===== src/rtl/fifo_rd_ctrl.sv =====
// FIFO read-side controller: pops one word, presents it to a transmitter and re-sends on busy timeout.
// Optional transfer counter (BYTE_CNT) is built when FIFO_RD_CNT_EN is defined.
module fifo_rd_ctrl #(
  parameter int DATA_WIDTH = 8,
  parameter int BUSY_TO    = 16
) (
  input  logic                  CLK,
  input  logic                  RST,
  input  logic                  RD_EN,
  input  logic                  EMPTY,
  input  logic [DATA_WIDTH-1:0] RD_DATA,
  output logic                  R_INC,
  input  logic                  TX_BUSY,
  output logic                  TX_VALID,
  output logic [DATA_WIDTH-1:0] TX_DATA,
  output logic                  RETRY,
`ifdef FIFO_RD_CNT_EN
  output logic [15:0]           BYTE_CNT,
`endif
  output logic [2:0]            DBG_STATE
);

  localparam int CNT_W = (BUSY_TO > 1) ? $clog2(BUSY_TO) : 1;
  localparam logic [CNT_W-1:0] CNT_MAX = CNT_W'(BUSY_TO - 1);

  typedef enum logic [2:0] {
    S_IDLE      = 3'd0,
    S_POP       = 3'd1,
    S_SEND      = 3'd2,
    S_WAIT_BUSY = 3'd3,
    S_WAIT_DONE = 3'd4
  } state_e;

  state_e                  state_q, state_d;
  logic [CNT_W-1:0]        cnt_q, cnt_d;
  logic [DATA_WIDTH-1:0]   tx_data_q, tx_data_d;
  logic                    retry_q, retry_d;

  always_ff @(posedge CLK) begin
    if (RST) begin
      state_q   <= S_IDLE;
      cnt_q     <= '0;
      tx_data_q <= '0;
      retry_q   <= 1'b0;
    end else begin
      state_q   <= state_d;
      cnt_q     <= cnt_d;
      tx_data_q <= tx_data_d;
      retry_q   <= retry_d;
    end
  end

  // Handshake: TX_VALID is a one-cycle offer; the transmitter accepts it by
  // raising TX_BUSY, and lowering TX_BUSY later marks the word as finished.
  always_comb begin
    state_d   = state_q;
    cnt_d     = cnt_q;
    tx_data_d = tx_data_q;
    retry_d   = 1'b0;
    case (state_q)
      S_IDLE: begin
        if (RD_EN && !EMPTY) state_d = S_POP;
      end
      S_POP: begin
        tx_data_d = RD_DATA;
        state_d   = S_SEND;
      end
      S_SEND: begin
        cnt_d   = '0;
        state_d = S_WAIT_BUSY;
      end
      S_WAIT_BUSY: begin
        if (TX_BUSY) begin
          state_d = S_WAIT_DONE;
        end else if (cnt_q == CNT_MAX) begin
          state_d = S_SEND;
          retry_d = 1'b1;
        end else begin
          cnt_d = cnt_q + CNT_W'(1);
        end
      end
      S_WAIT_DONE: begin
        if (!TX_BUSY) state_d = S_IDLE;
      end
      default: state_d = S_IDLE;
    endcase
  end

`ifdef FIFO_RD_CNT_EN
  logic [15:0] byte_cnt_q, byte_cnt_d;

  always_comb begin
    byte_cnt_d = byte_cnt_q;
    if (state_q == S_WAIT_DONE && !TX_BUSY) byte_cnt_d = byte_cnt_q + 16'd1;
  end

  always_ff @(posedge CLK) begin
    if (RST) byte_cnt_q <= '0;
    else     byte_cnt_q <= byte_cnt_d;
  end

  assign BYTE_CNT = byte_cnt_q;
`endif

  assign R_INC     = (state_q == S_POP);
  assign TX_VALID  = (state_q == S_SEND);
  assign RETRY     = retry_q;
  assign TX_DATA   = tx_data_q;
  assign DBG_STATE = state_q;

endmodule

===== config.mk =====
export PLATFORM = sky130hd
export DESIGN_NAME = fifo_rd_ctrl
export DESIGN_NICKNAME = d
export VERILOG_FILES = /design/src/rtl/fifo_rd_ctrl.sv
export SDC_FILE = /design/constraint.sdc
export NUM_CORES = 1
export LEC_CHECK = 0
export CAP_MARGIN = 10
export CORE_UTILIZATION = 45
export DETAILED_ROUTE_END_ITERATION = 7
export MAX_ROUTING_LAYER = met4
export PLACE_DENSITY = 0.81
export RECOVER_POWER = 25
export SKIP_LAST_GASP = 1
export SLEW_MARGIN = 20
export SYNTH_ARGS = -nofsm -noshare
export SYNTH_HDL_FRONTEND = slang
export SYNTH_SLANG_ARGS = --single-unit

===== constraint.sdc =====
create_clock -name CLK -period 1.7 [get_ports CLK]
set_input_delay 0.34 -clock CLK [delete_from_list [all_inputs] [get_ports CLK]]
set_output_delay 0.34 -clock CLK [all_outputs]
set_load 0.02 [all_outputs]

==> results of run 1 <==
[what timing repair did]
item,CTS,global route
pin swaps,0,0
endpoints found under the setup margin,4,2
resized for setup,4,2
cloned,0,0
[cells by family after synthesis]
| family | count (synthesis) | share of synthesized area [%] |
|---|---|---|
| compound gates | 14 | 12.4 |
| fa+ha+maj | 1 | 1.72 |
| buf+inv | 5 | 4.81 |
| flops | 16 | 44.0 |
| simple gates | 30 | 26.1 |
| mux | 8 | 11.0 |
[layout by cell type (no fill, tap or decap), types with 2 or more instances in the layout]
cell type         n
a21oi_1           3
dlygate4sd2_1     4
buf_4             3
nor3_1            2
a31o_2            2
clkbuf_4          3
nand2b_1          2
nand2_1           2
mux2i_1           8
nand3_1           2
o21ai_0           3
nand4b_1          3
dfxtp_1          15
nor2b_1           2
nor2_1           10
a31oi_1           4
clkdlybuf4s50_1  20
[final timing paths]
path / from / to / slack, ps / cells after the start
setup / recovery: DBG_STATE[0]$_SDFFE_PP0P_ / R_INC / 90 / 2
hold / removal: TX_DATA[5]$_SDFFE_PP0N_ / TX_DATA[5]$_SDFFE_PP0N_ / 500 / 2
setup reg to reg: DBG_STATE[0]$_SDFFE_PP0P_ / TX_DATA[1]$_SDFFE_PP0N_ / 210 / 4
hold reg to reg: TX_DATA[5]$_SDFFE_PP0N_ / TX_DATA[5]$_SDFFE_PP0N_ / 500 / 2
[state kept, by name (all words and copies together) (netlist names)]
register / cells
DBG_STATE: 3
TX_DATA: 8
cnt_q: 4
RETRY: 1
[metrics by stage]
step / cells / hold slack [ps]
2_1_floorplan: 74 / 413
3_3_place_gp: 116 / 476
3_5_place_dp: 116 / 482
4_1_cts: 120 / 505
5_1_grt: 120 / 528
6_report: 120 / 501
[synthesized netlist by cell type]
cell type | count | share of area [%]
clkbuf_1 | 1 | 0.51
inv_1 | 1 | 0.51
a31o_2 | 2 | 2.4
dfxtp_1 | 16 | 44
nand3_1 | 2 | 1.4
ha_1 | 1 | 1.7
nand2_1 | 2 | 1.0
nand4b_1 | 3 | 3.6
and3_2 | 1 | 1.0
a31oi_1 | 4 | 3.4
buf_2 | 1 | 0.69
nand2b_1 | 2 | 1.7
mux2i_1 | 8 | 11
a21oi_1 | 3 | 2.1
o21ai_0 | 3 | 2.1
nand2b_4 | 1 | 1.9
o21ba_2 | 1 | 1.4
nor3_1 | 2 | 1.4
nor3b_1 | 1 | 1.0
and4bb_2 | 1 | 1.7
nor2_1 | 10 | 5.2
buf_6 | 2 | 3.1
nor4b_1 | 1 | 1.2
nor3b_2 | 1 | 1.7
nor2b_1 | 2 | 1.7
a211oi_1 | 1 | 1.0
nand4bb_1 | 1 | 1.5
[critical path: stages (launching register included)]
cell and delay (ps):
dfxtp_1 410, nor3b_2 210, dlygate4sd2_1 360
[cell type report]
cell class,instances,share of cell area [%]
Sequential cell,16,31.0
Inverter,1,0.361
Multi-Input combinational cell,53,35.9
Clock buffer,4,3.49
Tap cell,16,1.93
Timing Repair Buffer,30,27.3
[power breakdown]
group          internal [mW]  switching, mW  total (mW)
logic                 0.0871         0.0805       0.168
registers              0.390         0.0118       0.402
clock network          0.130          0.121       0.252
[metal layers]
| metal | track usage [%] | up-vias | share of wire, % |
|---|---|---|---|
| met1 | 26.0 | 299 | 46 |
| met2 | 31.4 | 33 | 44 |
| met3 | 4.31 | 5 | 7.7 |
| met4 | 9.38 | 0 | 2.6 |
| li1 | - | 328 | - |
| met5 | - | - | 0 |
==> out/qor.txt, run 1 <==
H-tree Lvls -> 1
Pwr Density -> 791 mW/mm2
global-route usage over all layers -> 20.5%
Final nets -> 119
Hold Path Class -> flop to flop
GRT overflow -> 0
multi-input logic area -> 373 um2
worst-skew pair later-pin latency -> 290 ps
I/O pin count -> 27
number of remaining DRC errors -> 0
Worst IR Drop VDD -> 0.000442 V
root buf cell -> clkbuf_4
Post-Place Worst Slack -> 110 ps
RSZ-0062 raised after global routing -> false
Die Area -> 0.00178 mm2
Final ANT Viol Nets -> 0
Mapped Area -> 728 um2
Sequential cell area -> 322 um2
post-place instance area -> 0.00101 mm2
FILL cells -> 129
WP data arrival -> 1270 ps
post-synthesis register bit count -> 16
via-per-instance ratio -> 5.54
initial antenna violation count -> 0
CTS tree -> yes
Post-CTS Setup Inserts -> 0
Crit Path Class -> flop to output pin
Total Wirelength -> 1540 um
Setup Viol. Count Final -> 0
wire length of the first global-routing pass -> 2670 um
CP required -> 1360 ps
crit-path max FO -> 7
Core Box Area -> 0.00151 mm2
Worst Setup End Kind -> output pin
post-layout util -> 68.9%
via count -> 665
vias in the first global route -> 631
clock buffer depth -> 2
Initial Utilization -> 48.3%
synth warn -> 0
Reg clk slew, reported paths -> 90 ps
Mapped Cells -> 74
Fmax achieved -> 623 MHz
largest net degree at the start of global routing -> 15
clock sink count -> 16
setup ws final -> 93.8 ps
final setup TNS -> 0 ps
die height -> 42.2 um
synthesized area per cell -> 9.84 um2
Port Buf Inserts -> 26
sequential share of the synthesized area -> 44.0%
Slew Limit Fails -> 0
worst-margin pin slew -> 536 ps
ANT cells -> 0
Leak -> 0.411 nW
share of layout cells above drive strength 1 -> 14.4%
startpoint types -> flop
Final Cycle Share -> 94.5%
total power -> 0.822 mW
post-DP HPWL -> 1140 um
# rows -> 14
CTS Buf Count -> 3
cts hold-fix bufs -> 0
status -> completed
TritonRoute pass-1 iters -> 4
Synthesized Nets -> 88
Synth-to-Final Area Change -> 42.6%
clock skew -> 1.88 ps
routed length per instance -> 12.8 um
fin crit period -> 1610 ps
final hold violations -> 0
Iter 0 DRT Violations -> 31
Max Cap Viol -> 0
Die W -> 42.2 um
final instance area -> 0.00104 mm2
routability cong. -> 0.781
Synth cell types -> 27
relative slew slack -> 64.3%
Power figures use the tool's default switching activity.
==> run 2: changes to the inputs <==
--- a/config.mk
+++ b/config.mk
@@ -6,10 +6,10 @@
 export NUM_CORES = 1
 export LEC_CHECK = 0
 export CAP_MARGIN = 10
-export CORE_UTILIZATION = 45
+export CORE_UTILIZATION = 39
 export DETAILED_ROUTE_END_ITERATION = 7
 export MAX_ROUTING_LAYER = met4
-export PLACE_DENSITY = 0.81
+export PLACE_DENSITY = 0.72
 export RECOVER_POWER = 25
 export SKIP_LAST_GASP = 1
 export SLEW_MARGIN = 20
==> out/qor.txt, run 2 (synthesized netlist as in run 1, its figures left out) <==
status -> completed
FILL cells -> 168
final hold violations -> 0
TritonRoute pass-1 iters -> 4
vias in the first global route -> 567
post-DP HPWL -> 1210 um
ANT cells -> 0
GRT overflow -> 0
via count -> 653
CTS tree -> yes
Die W -> 45.2 um
slowest stage delay, CP -> 370 ps
CP required -> 1360 ps
CTS Buf Count -> 3
Hold Path Class -> flop to flop
flop2flop setup slack -> 210 ps
most frequent cells in the layout -> clkdlybuf4s50_1 (20), dfxtp_1 (15), nor2_1 (10), mux2i_1 (8)
Slew Limit Fails -> 0
routed length per instance -> 12.3 um
total power -> 0.786 mW
initial antenna violation count -> 0
final setup TNS -> 0 ps
Fmax achieved -> 618 MHz
startpoint types -> flop
Die Area -> 0.00204 mm2
Iter 0 DRT Violations -> 25
I/O pin count -> 27
H-tree Lvls -> 1
Reg clk slew, reported paths -> 90 ps
Max Cap Viol -> 0
Crit-path slowest cell -> dfxtp_2
Initial Utilization -> 41.7%
worst-skew pair later-pin latency -> 300 ps
worst hold start -> TX_DATA[5]$_SDFFE_PP0N_
max reg flops -> 8
post-place instance area -> 0.00104 mm2
R2R depth -> 4
reg2reg start -> DBG_STATE[0]$_SDFFE_PP0P_
Leak -> 0.402 nW
clock skew -> 0.806 ps
Core Box Area -> 0.00175 mm2
via-per-instance ratio -> 4.98
post-layout util -> 60.2%
WP data arrival -> 1280 ps
root buf cell -> clkbuf_4
Final nets -> 122
Port Buf Inserts -> 26
die height -> 45.2 um
Worst IR Drop VDD -> 0.000452 V
Synth-to-Final Area Change -> 44.3%
RSZ-0062 raised after global routing -> false
Setup Viol. Count Final -> 0
worst-margin pin slew -> 559 ps
share of layout cells above drive strength 1 -> 15.1%
Final ANT Viol Nets -> 0
wire length of the first global-routing pass -> 2550 um
number of remaining DRC errors -> 0
routability cong. -> 0.840
relative slew slack -> 62.7%
most common cell after layout, fill and taps aside -> clkdlybuf4s50_1
# rows -> 15
Hold Crit Depth -> 2
clock sink count -> 16
global-route usage over all layers -> 18.6%
Worst Setup End Kind -> output pin
reg2reg end -> TX_DATA[0]$_SDFFE_PP0N_
Pwr Density -> 748 mW/mm2
crit-path max FO -> 7
Critical Path, Cell by Cell -> nand2b_4, nor2_1, dlygate4sd2_1
Final Cycle Share -> 95.1%
clock buffer depth -> 2
Top delay family on crit path -> flip-flops
Total Wirelength -> 1620 um
Crit Path Class -> flop to output pin
WHS Endpoint -> TX_DATA[5]$_SDFFE_PP0N_
largest net degree at the start of global routing -> 12
final instance area -> 0.00105 mm2
WP buf/inv -> 1
fin crit period -> 1620 ps
run 2: how the worst max path moves through the flow:
stage / startpoint / endpoint / slack, ps / cells past startpoint
after floorplan: DBG_STATE[1]$_SDFFE_PP0P_ / TX_VALID / 400 / 3
after global placement: DBG_STATE[2]$_SDFFE_PP0P_ / TX_VALID / 80 / 3
after detailed placement: TX_BUSY / cnt_q[3]$_SDFFE_PP0P_ / 90 / 4
after CTS: DBG_STATE[2]$_SDFFE_PP0P_ / TX_VALID / 40 / 3
after global routing: DBG_STATE[0]$_SDFFE_PP0P_ / R_INC / 20 / 2
final: DBG_STATE[2]$_SDFFE_PP0P_ / TX_VALID / 80 / 3
run 2: cell type report:
cell class,instances,area (um2),area share [%]
inverters,1,3.75,0.357
clock buffers,3,22.5,2.14
multi-input cells,53,373,35.5
well taps,25,31.3,2.98
flip-flops and latches,16,322,30.6
repair buffers,33,299,28.5
run 2: power breakdown:
group	switching (mW)	leakage, nW	total, mW	internal (mW)
combinational	0.0836	0.258	0.174	0.0909
sequential	0.0117	0.130	0.402	0.390
clock	0.127	0.0138	0.210	0.0827
total	0.222	0.402	0.786	0.564
run 2: metrics by stage:
step                hold WS, ps  setup slack (ps)  std cells
global placement            471              80.4        128
floorplan                   413               404         74
global route                543              24.4        131
detailed placement          487              91.0        128
CTS                         510              41.0        131
finish                      505              82.9        131
run 2: worst min-delay path, stage by stage (launching register included):
cell	delay [ps]
dfxtp_1	330
mux2i_1	60
nor2_1	80
run 2: routing by layer:
| metal | global-route usage, % | vias up | routed length (um) |
|---|---|---|---|
| li1 | - | 334 | - |
| met1 | 23.2 | 297 | 802 |
| met2 | 27.0 | 17 | 691 |
| met3 | 4.80 | 5 | 82 |
| met4 | 10.9 | 0 | 40 |
| met5 | - | - | 0 |
run 2: what timing repair did:
| action | in CTS | in global routing |
|---|---|---|
| setup endpoints to repair | 5 | 1 |
| pin swaps | 0 | 0 |
| endpoints found under the hold margin | 0 | 0 |
| buffers inserted | 0 | 0 |
| resized for setup | 5 | 1 |
| hold buffers | 0 | 0 |
